<file path="src/rtl/multicycle_control_fsm.sv">
// Control FSM for the multicycle RV32I core: sequences ULA, unified memory, IR, PC and
// register file through 3-5 states per instruction, one state per enabled clock.
module multicycle_control_fsm (
  input  logic       clk,
  input  logic       rst,
  input  logic       en,
  input  logic [6:0] op,
  input  logic [2:0] funct3,
  input  logic       funct7_5,
  input  logic       zero,
  output logic       PCWrite,
  output logic       AdrSrc,
  output logic       MemWrite,
  output logic       IRWrite,
  output logic [1:0] ResultSrc,
  output logic [1:0] ALUSrcA,
  output logic [1:0] ALUSrcB,
  output logic [2:0] ULAControl,
  output logic       RegWrite,
  output logic [1:0] ImmSrc,
  output logic [3:0] state_dbg,
  output logic       illegal
);

  localparam int unsigned STATE_W = 4;
  localparam int unsigned OP_W    = 7;

  typedef enum logic [STATE_W-1:0] {
    S_FETCH    = 4'd0,
    S_DECODE   = 4'd1,
    S_MEMADR   = 4'd2,
    S_MEMREAD  = 4'd3,
    S_MEMWB    = 4'd4,
    S_MEMWRITE = 4'd5,
    S_EXECUTER = 4'd6,
    S_ALUWB    = 4'd7,
    S_EXECUTEI = 4'd8,
    S_JAL      = 4'd9,
    S_BEQ      = 4'd10
  } state_t;

  localparam logic [OP_W-1:0] OP_LOAD   = 7'b0000011;
  localparam logic [OP_W-1:0] OP_STORE  = 7'b0100011;
  localparam logic [OP_W-1:0] OP_RTYPE  = 7'b0110011;
  localparam logic [OP_W-1:0] OP_ITYPE  = 7'b0010011;
  localparam logic [OP_W-1:0] OP_JAL    = 7'b1101111;
  localparam logic [OP_W-1:0] OP_BRANCH = 7'b1100011;

  localparam logic [2:0] ULA_ADD = 3'b000;
  localparam logic [2:0] ULA_SUB = 3'b001;
  localparam logic [2:0] ULA_AND = 3'b010;
  localparam logic [2:0] ULA_OR  = 3'b011;
  localparam logic [2:0] ULA_SLT = 3'b101;

  localparam logic [1:0] RES_ALUOUT = 2'b00;
  localparam logic [1:0] RES_DATA   = 2'b01;
  localparam logic [1:0] RES_ULA    = 2'b10;
  localparam logic [1:0] SRCA_PC    = 2'b00;
  localparam logic [1:0] SRCA_OLDPC = 2'b01;
  localparam logic [1:0] SRCA_RD1   = 2'b10;
  localparam logic [1:0] SRCB_RD2   = 2'b00;
  localparam logic [1:0] SRCB_IMM   = 2'b01;
  localparam logic [1:0] SRCB_FOUR  = 2'b10;
  localparam logic [1:0] IMM_I      = 2'b00;
  localparam logic [1:0] IMM_S      = 2'b01;
  localparam logic [1:0] IMM_B      = 2'b10;
  localparam logic [1:0] IMM_J      = 2'b11;

  state_t state;
  state_t state_next;
  logic   illegal_set;
  logic   pc_update;
  logic   branch;
  logic   alu_funct;
  logic   sub_allowed;

  // State register and sticky illegal-opcode flag
  always_ff @(posedge clk) begin
    if (rst) begin
      state   <= S_FETCH;
      illegal <= 1'b0;
    end else if (en) begin
      state <= state_next;
      if (illegal_set) illegal <= 1'b1;
    end
  end

  // Next-state logic
  always_comb begin
    state_next  = S_FETCH;
    illegal_set = 1'b0;
    case (state)
      S_FETCH: state_next = S_DECODE;
      S_DECODE: begin
        case (op)
          OP_LOAD, OP_STORE: state_next = S_MEMADR;
          OP_RTYPE:          state_next = S_EXECUTER;
          OP_ITYPE:          state_next = S_EXECUTEI;
          OP_JAL:            state_next = S_JAL;
          OP_BRANCH:         state_next = S_BEQ;
          default: begin
            state_next  = S_FETCH;
            illegal_set = 1'b1;
          end
        endcase
      end
      S_MEMADR:   state_next = op[5] ? S_MEMWRITE : S_MEMREAD;
      S_MEMREAD:  state_next = S_MEMWB;
      S_EXECUTER: state_next = S_ALUWB;
      S_EXECUTEI: state_next = S_ALUWB;
      S_JAL:      state_next = S_ALUWB;
      default:    state_next = S_FETCH;
    endcase
  end

  // Moore decode per state, plus zero-gated branch write and reset/enable masking
  always_comb begin
    pc_update   = 1'b0;
    branch      = 1'b0;
    alu_funct   = 1'b0;
    sub_allowed = 1'b0;
    PCWrite     = 1'b0;
    AdrSrc      = 1'b0;
    MemWrite    = 1'b0;
    IRWrite     = 1'b0;
    RegWrite    = 1'b0;
    ResultSrc   = RES_ALUOUT;
    ALUSrcA     = SRCA_PC;
    ALUSrcB     = SRCB_RD2;
    ULAControl  = ULA_ADD;
    ImmSrc      = IMM_I;
    state_dbg   = 4'(state);

    case (op)
      OP_STORE:  ImmSrc = IMM_S;
      OP_BRANCH: ImmSrc = IMM_B;
      OP_JAL:    ImmSrc = IMM_J;
      default:   ImmSrc = IMM_I;
    endcase

    case (state)
      S_FETCH: begin
        IRWrite   = 1'b1;
        pc_update = 1'b1;
        ALUSrcB   = SRCB_FOUR;
        ResultSrc = RES_ULA;
      end
      S_DECODE: begin
        ALUSrcA = SRCA_OLDPC;
        ALUSrcB = SRCB_IMM;
      end
      S_MEMADR: begin
        ALUSrcA = SRCA_RD1;
        ALUSrcB = SRCB_IMM;
      end
      S_MEMREAD: AdrSrc = 1'b1;
      S_MEMWB: begin
        ResultSrc = RES_DATA;
        RegWrite  = 1'b1;
      end
      S_MEMWRITE: begin
        AdrSrc   = 1'b1;
        MemWrite = 1'b1;
      end
      S_EXECUTER: begin
        ALUSrcA     = SRCA_RD1;
        alu_funct   = 1'b1;
        sub_allowed = 1'b1;
      end
      S_EXECUTEI: begin
        ALUSrcA   = SRCA_RD1;
        ALUSrcB   = SRCB_IMM;
        alu_funct = 1'b1;
      end
      S_ALUWB: RegWrite = 1'b1;
      S_JAL: begin
        ALUSrcA   = SRCA_OLDPC;
        ALUSrcB   = SRCB_FOUR;
        pc_update = 1'b1;
      end
      S_BEQ: begin
        ALUSrcA    = SRCA_RD1;
        ULAControl = ULA_SUB;
        branch     = 1'b1;
      end
      default: ;
    endcase

    // addi never subtracts: only the register form honours funct7_5
    if (alu_funct) begin
      case (funct3)
        3'b000:  ULAControl = (sub_allowed & op[5] & funct7_5) ? ULA_SUB : ULA_ADD;
        3'b010:  ULAControl = ULA_SLT;
        3'b110:  ULAControl = ULA_OR;
        3'b111:  ULAControl = ULA_AND;
        default: ULAControl = ULA_ADD;
      endcase
    end

    PCWrite = pc_update | (branch & zero);

    if (!en) begin
      PCWrite  = 1'b0;
      IRWrite  = 1'b0;
      MemWrite = 1'b0;
      RegWrite = 1'b0;
    end

    if (rst) begin
      PCWrite    = 1'b0;
      IRWrite    = 1'b0;
      MemWrite   = 1'b0;
      RegWrite   = 1'b0;
      AdrSrc     = 1'b0;
      ResultSrc  = RES_ULA;
      ALUSrcA    = SRCA_PC;
      ALUSrcB    = SRCB_FOUR;
      ULAControl = ULA_ADD;
      state_dbg  = '0;
    end
  end

endmodule
</file>
<file path="config.mk">
export PLATFORM = sky130hd
export DESIGN_NAME = multicycle_control_fsm
export DESIGN_NICKNAME = d
export VERILOG_FILES = /design/src/rtl/multicycle_control_fsm.sv
export SDC_FILE = /design/constraint.sdc
export NUM_CORES = 1
export LEC_CHECK = 0
export CAP_MARGIN = 5
export CORE_MARGIN = 2
export CORE_UTILIZATION = 33
export CTS_CLUSTER_SIZE = 14
export DETAILED_ROUTE_END_ITERATION = 10
export PLACE_DENSITY = 0.73
export SLEW_MARGIN = 20
export SYNTH_ARGS = -nofsm -noshare
export SYNTH_HDL_FRONTEND = slang
export SYNTH_SLANG_ARGS = --single-unit
</file>
<file path="constraint.sdc">
create_clock -name clk -period 1.5 [get_ports clk]
set_input_delay 0.375 -clock clk [delete_from_list [all_inputs] [get_ports clk]]
set_output_delay 0.375 -clock clk [all_outputs]
set_load 0.03 [all_outputs]
</file>
==> results.md, run 1 <==
* Number of top-level pins at 36
* Number of synthesis warnings at 0
* TritonCTS buffer count at 3
* Area share of the leading cell type in the synthesized netlist at 16.0%
* Sink count of the clock tree at 5
* X dimension of the die at between 40 and 50 microns
* Max clock buf depth at 2
* Number of standard-cell rows in the floorplan at 15
* Compound-gate portion of the synthesized area at 22.6%
* Last step reached: clock tree synthesis (4_1_cts)
* Routability congestion estimate from global placement at 0.813
* Number of buffers inserted by hold repair at cts at 0
* Mapped cell area at 626 sq um
* HPWL after detailed placement at 1910 microns
* Setup slack after placement at -470 ps
* Post-synth cell types at 34
* H-tree depth at 1
* Average footprint of a synthesized cell at about 6.5 sq um
* Placed cell count at around 180
* Dominant cell type by area after synthesis: sky130_fd_sc_hd__dfxtp_1
* Share of synthesized cell area in and, or, nand and nor gates at roughly 43%
* Net count after synthesis at 111
* Quantity of I/O buffers inserted on ports at 35
* Error that halted the flow: [ERROR DPL-0033] detailed placement checks failed during check placement.
* Most area-consuming cells after synthesis: sky130_fd_sc_hd__dfxtp_1 (16%), sky130_fd_sc_hd__nor2_1 (7.2%), sky130_fd_sc_hd__nand2_1 (6.6%), sky130_fd_sc_hd__nor3_1 (5.6%), sky130_fd_sc_hd__xor2_1 (4.2%)
* Number of buffers added for setup after CTS at 22
* Flops & latches, synth at 5
* Cells after Synth at 96
* Multiplexer share of the synthesized area at 0%
* Status: did not finish
* Dominant combinational cell family by area after synthesis: simple AND/OR/NAND/NOR gates
* CTS root buf: sky130_fd_sc_hd__clkbuf_4
* Share of the synthesized netlist area taken by xor and xnor gates at 7.00%
* Sequential area share after synthesis at 16.0%
* Adder and majority gate portion of the synthesized area at 1.60%
* Effective utilization at floorplan at 35.5%
* Die Span Y at 47.5 microns
* Resize count post-CTS at ~110
## cells in the mapped netlist
cell	number
sky130_fd_sc_hd__nor3b_1	1
sky130_fd_sc_hd__nand4b_1	2
sky130_fd_sc_hd__and2b_1	1
sky130_fd_sc_hd__a211oi_1	2
sky130_fd_sc_hd__o21ai_0	1
sky130_fd_sc_hd__nor2b_1	1
sky130_fd_sc_hd__a21oi_1	3
sky130_fd_sc_hd__a21o_1	2
sky130_fd_sc_hd__o32ai_1	2
sky130_fd_sc_hd__inv_2	3
sky130_fd_sc_hd__nor4b_2	1
sky130_fd_sc_hd__nor3_1	7
sky130_fd_sc_hd__or4b_4	1
sky130_fd_sc_hd__o22ai_1	1
sky130_fd_sc_hd__o21bai_1	1
sky130_fd_sc_hd__nor2_1	12
sky130_fd_sc_hd__buf_2	1
sky130_fd_sc_hd__nand2b_1	4
sky130_fd_sc_hd__o31ai_1	1
sky130_fd_sc_hd__nand3_1	5
sky130_fd_sc_hd__o21ai_1	5
sky130_fd_sc_hd__nand4bb_1	1
sky130_fd_sc_hd__nor3b_2	1
sky130_fd_sc_hd__a31oi_1	3
sky130_fd_sc_hd__xnor2_1	2
sky130_fd_sc_hd__xor2_1	3
sky130_fd_sc_hd__inv_1	5
sky130_fd_sc_hd__o31a_1	1
sky130_fd_sc_hd__buf_6	1
sky130_fd_sc_hd__nand2_1	11
sky130_fd_sc_hd__maj3_1	1
sky130_fd_sc_hd__nor4_1	1
sky130_fd_sc_hd__clkbuf_1	4
sky130_fd_sc_hd__dfxtp_1	5
## cell families after synthesis
group | count (synthesis)
adder cells (fa/ha/maj) | 1
flip-flops | 5
AO/OA/AOI/OAI | 22
AND/OR/NAND/NOR | 49
XOR/XNOR | 5
buffers and inverters | 14
## per-stage QoR
stage	utilization [%]	area, sq um	hold WS [ps]
after global placement	72.5	1280	450
after detailed placement	72.5	1280	492
after floorplan	-	759	552
==> run 2, diff against run 1 <==
- CORE_AREA: default -> 2 2 63 65
- CORE_MARGIN: 2 -> default
- CORE_UTILIZATION: 33 -> default
- CTS_CLUSTER_SIZE: 14 -> default
- DIE_AREA: default -> 0 0 65 67
- PLACE_DENSITY: 0.73 -> default
- PLACE_DENSITY_LB_ADDON: default -> 0.15
- clock period: 1.5 -> 2 ns (I/O delays scaled with it)
==> results.md, run 2 <==
* Status: completed
* Total length of routed wires at 2400 microns
* Most used standard cells in the synthesized netlist: sky130_fd_sc_hd__nor2_1 (12), sky130_fd_sc_hd__nand2_1 (11), sky130_fd_sc_hd__nor3_1 (7)
* Highest metal layer with signal wires: met4
* Mapped cell area at 626 sq um
* Total stage count of the critical path at 6
* Cells after Synth at 96
* Placed standard-cell area at 1130 sq um
* Number of buffers inserted by hold repair at cts at 0
* Setup violation total in the final timing report at 0
* Routability congestion estimate from global placement at ~0.81
* Worst path buffer plus inverter count at 2
* Antenna diodes at 0
* Total Negative Setup Slacks at 0 ps
* H-tree depth at 1
* Drt initial violations at 8
* Leading cell type in the layout, fill and taps excluded: sky130_fd_sc_hd__buf_4
* Net count after synthesis at ~110
* R2R cell count at 5
* Arrival time of the worst setup path at between 1000 and 1500 ps
* Total congestion overflow after global routing at 0
* Category of the critical setup timing path: in2out
* Worst clock skew at 3.11 ps
* Power density over the cells at 357 nW/um^2
* Maximum fanout encountered on the critical timing path at 2
* Number of vias per cell at 4.42
* Critical R2R Launch: state[3]
* Maximum VDD drop at roughly 0.14 mV
* Wire length of the first global-routing pass at 3890 microns
* Static leakage at 0.577 nW
* Class of the tightest hold or removal check: reg2reg
* Quantity of I/O buffers inserted on ports at 35
* Number of standard-cell rows in the floorplan at 22
* Internal power of the cells at 0.312 mW
* Endpoint of the most critical register-to-register path: state[2]
* Highest-count cells in the layout ignoring fill and taps: sky130_fd_sc_hd__buf_4 (41), sky130_fd_sc_hd__nor2_1 (12), sky130_fd_sc_hd__nand2_1 (10), sky130_fd_sc_hd__dlygate4sd2_1 (10)
* Average footprint of a synthesized cell at 6.52 sq um
* CP max-delay cell: sky130_fd_sc_hd__o32ai_2
* Critical Path Start: op[5]
* Final hold violation count at 0
* Die Span Y at roughly 67 microns
* Met3 wire length at 91 microns
* Largest registers ranked by flip-flop count: state (4), illegal (1)
* TritonCTS clock tree: done
* Largest Register: state
* Number of vias in the routed layout at 883
* Data required, critical path at 1500 ps
* Met1 layer wirelength in the final routing at 1060 microns
* Critical path capture point type: primary output
* Effective utilization at floorplan at 17.3%
* Relative slew slack at roughly three quarters
* Most area-consuming cells after synthesis: sky130_fd_sc_hd__dfxtp_1 (16%), sky130_fd_sc_hd__nor2_1 (7.2%), sky130_fd_sc_hd__nand2_1 (6.6%), sky130_fd_sc_hd__nor3_1 (5.6%), sky130_fd_sc_hd__xor2_1 (4.2%)
* Actual slew at the worst max-slew pin at roughly 360 ps
* Most numerous cell in the Yosys netlist: sky130_fd_sc_hd__nor2_1
* Share of post-route cells with drive strength above 1 at a little under half
* Max FFs per register at 4
* Critical-path cell list: dlygate4sd2_1, nand4b_1, o32ai_2, nand3_1, o21ai_2, buf_6
* Sink count of the clock tree at 5
* Max clock buf depth at 2
* Fin Hold WS at roughly 450 ps
* Placeable core region at 3610 sq um
* Final-layout fill cell count at 385
* Setup repair after global routing missed its margin: yes
* Global-route usage over all layers at 11.6%
* Post-synth EDFFs at 0
* Async SR Flop Fraction at 0%
* Total Die Area at between 4000 and 5000 sq um
* Antenna Nets Post-Route at 0
* Number of synthesis warnings at 0
* Switching part of the total at 29.8%
* Area growth syn-to-layout at 99.0%
* Power share of the clock group at 41.9%
* Sequential area share after synthesis at 16.0%
* Number of iterations in the first detailed-routing pass at 4
* Clock Latency Late Sink at 220 ps
* Relative contribution of combinational cells to total power at 33.4%
* X dimension of the die at between 60 and 70 microns
* Share of total power in sequential cells at 24.6%
* Dominant synthesized flop cell: sky130_fd_sc_hd__dfxtp_1
* Pins Over Slew Limit at 0
* Maximum clock frequency at 0.508 GHz
* Setup crit start kind: primary input
* Final worst-path cycle share at 98.4%
* Post-CTS clock slew at the launch and capture registers of the worst setup and hold paths at 30 ps
* Number of top-level pins at 36
* Destination of the critical timing path: ULAControl[0]
* Finished Cell Area at 1240 sq um
* Via count of the first global-routing pass at roughly 860
* Number of antenna violations at the first check in global routing at 0
* Sw power at ~0.13 mW
* Number of max-capacitance violations reported at 0
* TritonCTS buffer count at 3
* CTS root buf: sky130_fd_sc_hd__clkbuf_8
* Maximum number of pins on one net before global-route repair at 9
* Wire length per cell at 12.0 microns
* Cell type group with the largest total delay on the critical path: buffers and inverters
* Register-to-Register Setup Slack at 280 ps
* DRC violations left at 0
* Dominant cell type by area after synthesis: sky130_fd_sc_hd__dfxtp_1
* Time the worst path needs with I/O delays and setup at 1970 ps
* Area share of the leading cell type in the synthesized netlist at 16.0%
* Post-synth cell types at 34
* Nets at between 150 and 200
* Flops & latches, synth at 5
* Biggest cell delay along the critical path at 260 ps
* Total met2 wirelength after detailed routing at 1200 microns
* HPWL after detailed placement at 1900 microns
## run 2: cell counts after synthesis
Identical to the previous run, type by type.
## run 2: per-layer routing
layer	global-route usage, %	vias to the layer above
met5	0	-
li1	-	456
met1	13.6	399
met2	20.7	23
met3	1.35	5
met4	5.59	0
## run 2: how the worst min path moves through the flow
| stage | from | endpoint | slack (ps) | cells past startpoint |
|---|---|---|---|---|
| 2_1_floorplan | illegal | illegal | 580 | 2 |
| 3_3_place_gp | illegal | illegal | 460 | 2 |
| 3_5_place_dp | illegal | illegal | 460 | 2 |
| 4_1_cts | illegal | illegal | 460 | 2 |
| 5_1_grt | illegal | illegal | 480 | 2 |
| 6_report | illegal | illegal | 450 | 2 |
## run 2: power groups by stage
| stage | Sequential (mW) | Combinational, mW | Clock [mW] |
|---|---|---|---|
| after floorplan | 0.110 | 0.0684 | 0 |
| after global placement | 0.112 | 0.149 | 0 |
| after detailed placement | 0.111 | 0.150 | 0 |
| after CTS | 0.110 | 0.148 | 0.191 |
| after global routing | 0.110 | 0.162 | 0.198 |
| final | 0.109 | 0.149 | 0.186 |
## run 2: layout make-up
type / instances / area, sq um / area share [%]
inverters: 8 / 30.0 / 2.41
well taps: 48 / 60.1 / 4.82
flip-flops and latches: 5 / 108 / 8.64
clock buffers: 4 / 45.0 / 3.62
repair buffers: 58 / 465 / 37.4
multi-input cells: 77 / 537 / 43.1
## run 2: logic make-up after synthesis
logic type	Yosys count	share of synthesized area, %
DFF	5	16.0
AOI/OAI and AO/OA	22	22.6
buffers and inverters	14	9.80
adders and majority gates	1	1.60
and+or+nand+nor	49	43.0
xor gates and xnor gates	5	7.00
## run 2: timing repair
item | in CTS | in global routing
pin swaps | 3 | 2
buffers inserted | 1 | 1
setup endpoints to repair | 17 | 8
resized for setup | 22 | 10
hold endpoints to repair | 0 | 0
## run 2: tightest hold or removal path, stage by stage (launching register included)
cell and delay [ps]:
sky130_fd_sc_hd__dfxtp_1 300, sky130_fd_sc_hd__inv_1 50, sky130_fd_sc_hd__o32ai_1 50
## run 2: metrics by stage
step	util (%)	power [mW]	setup slack, ps	std cells
6_report	34.5	0.444	31.1	200
5_1_grt	34.5	0.470	-36.0	200
2_1_floorplan	-	0.178	-35.1	96
3_5_place_dp	31.2	0.261	-250	194
4_1_cts	33.6	0.449	7.68	199
3_3_place_gp	31.2	0.261	-223	194
(Power assumes the default switching activity.)
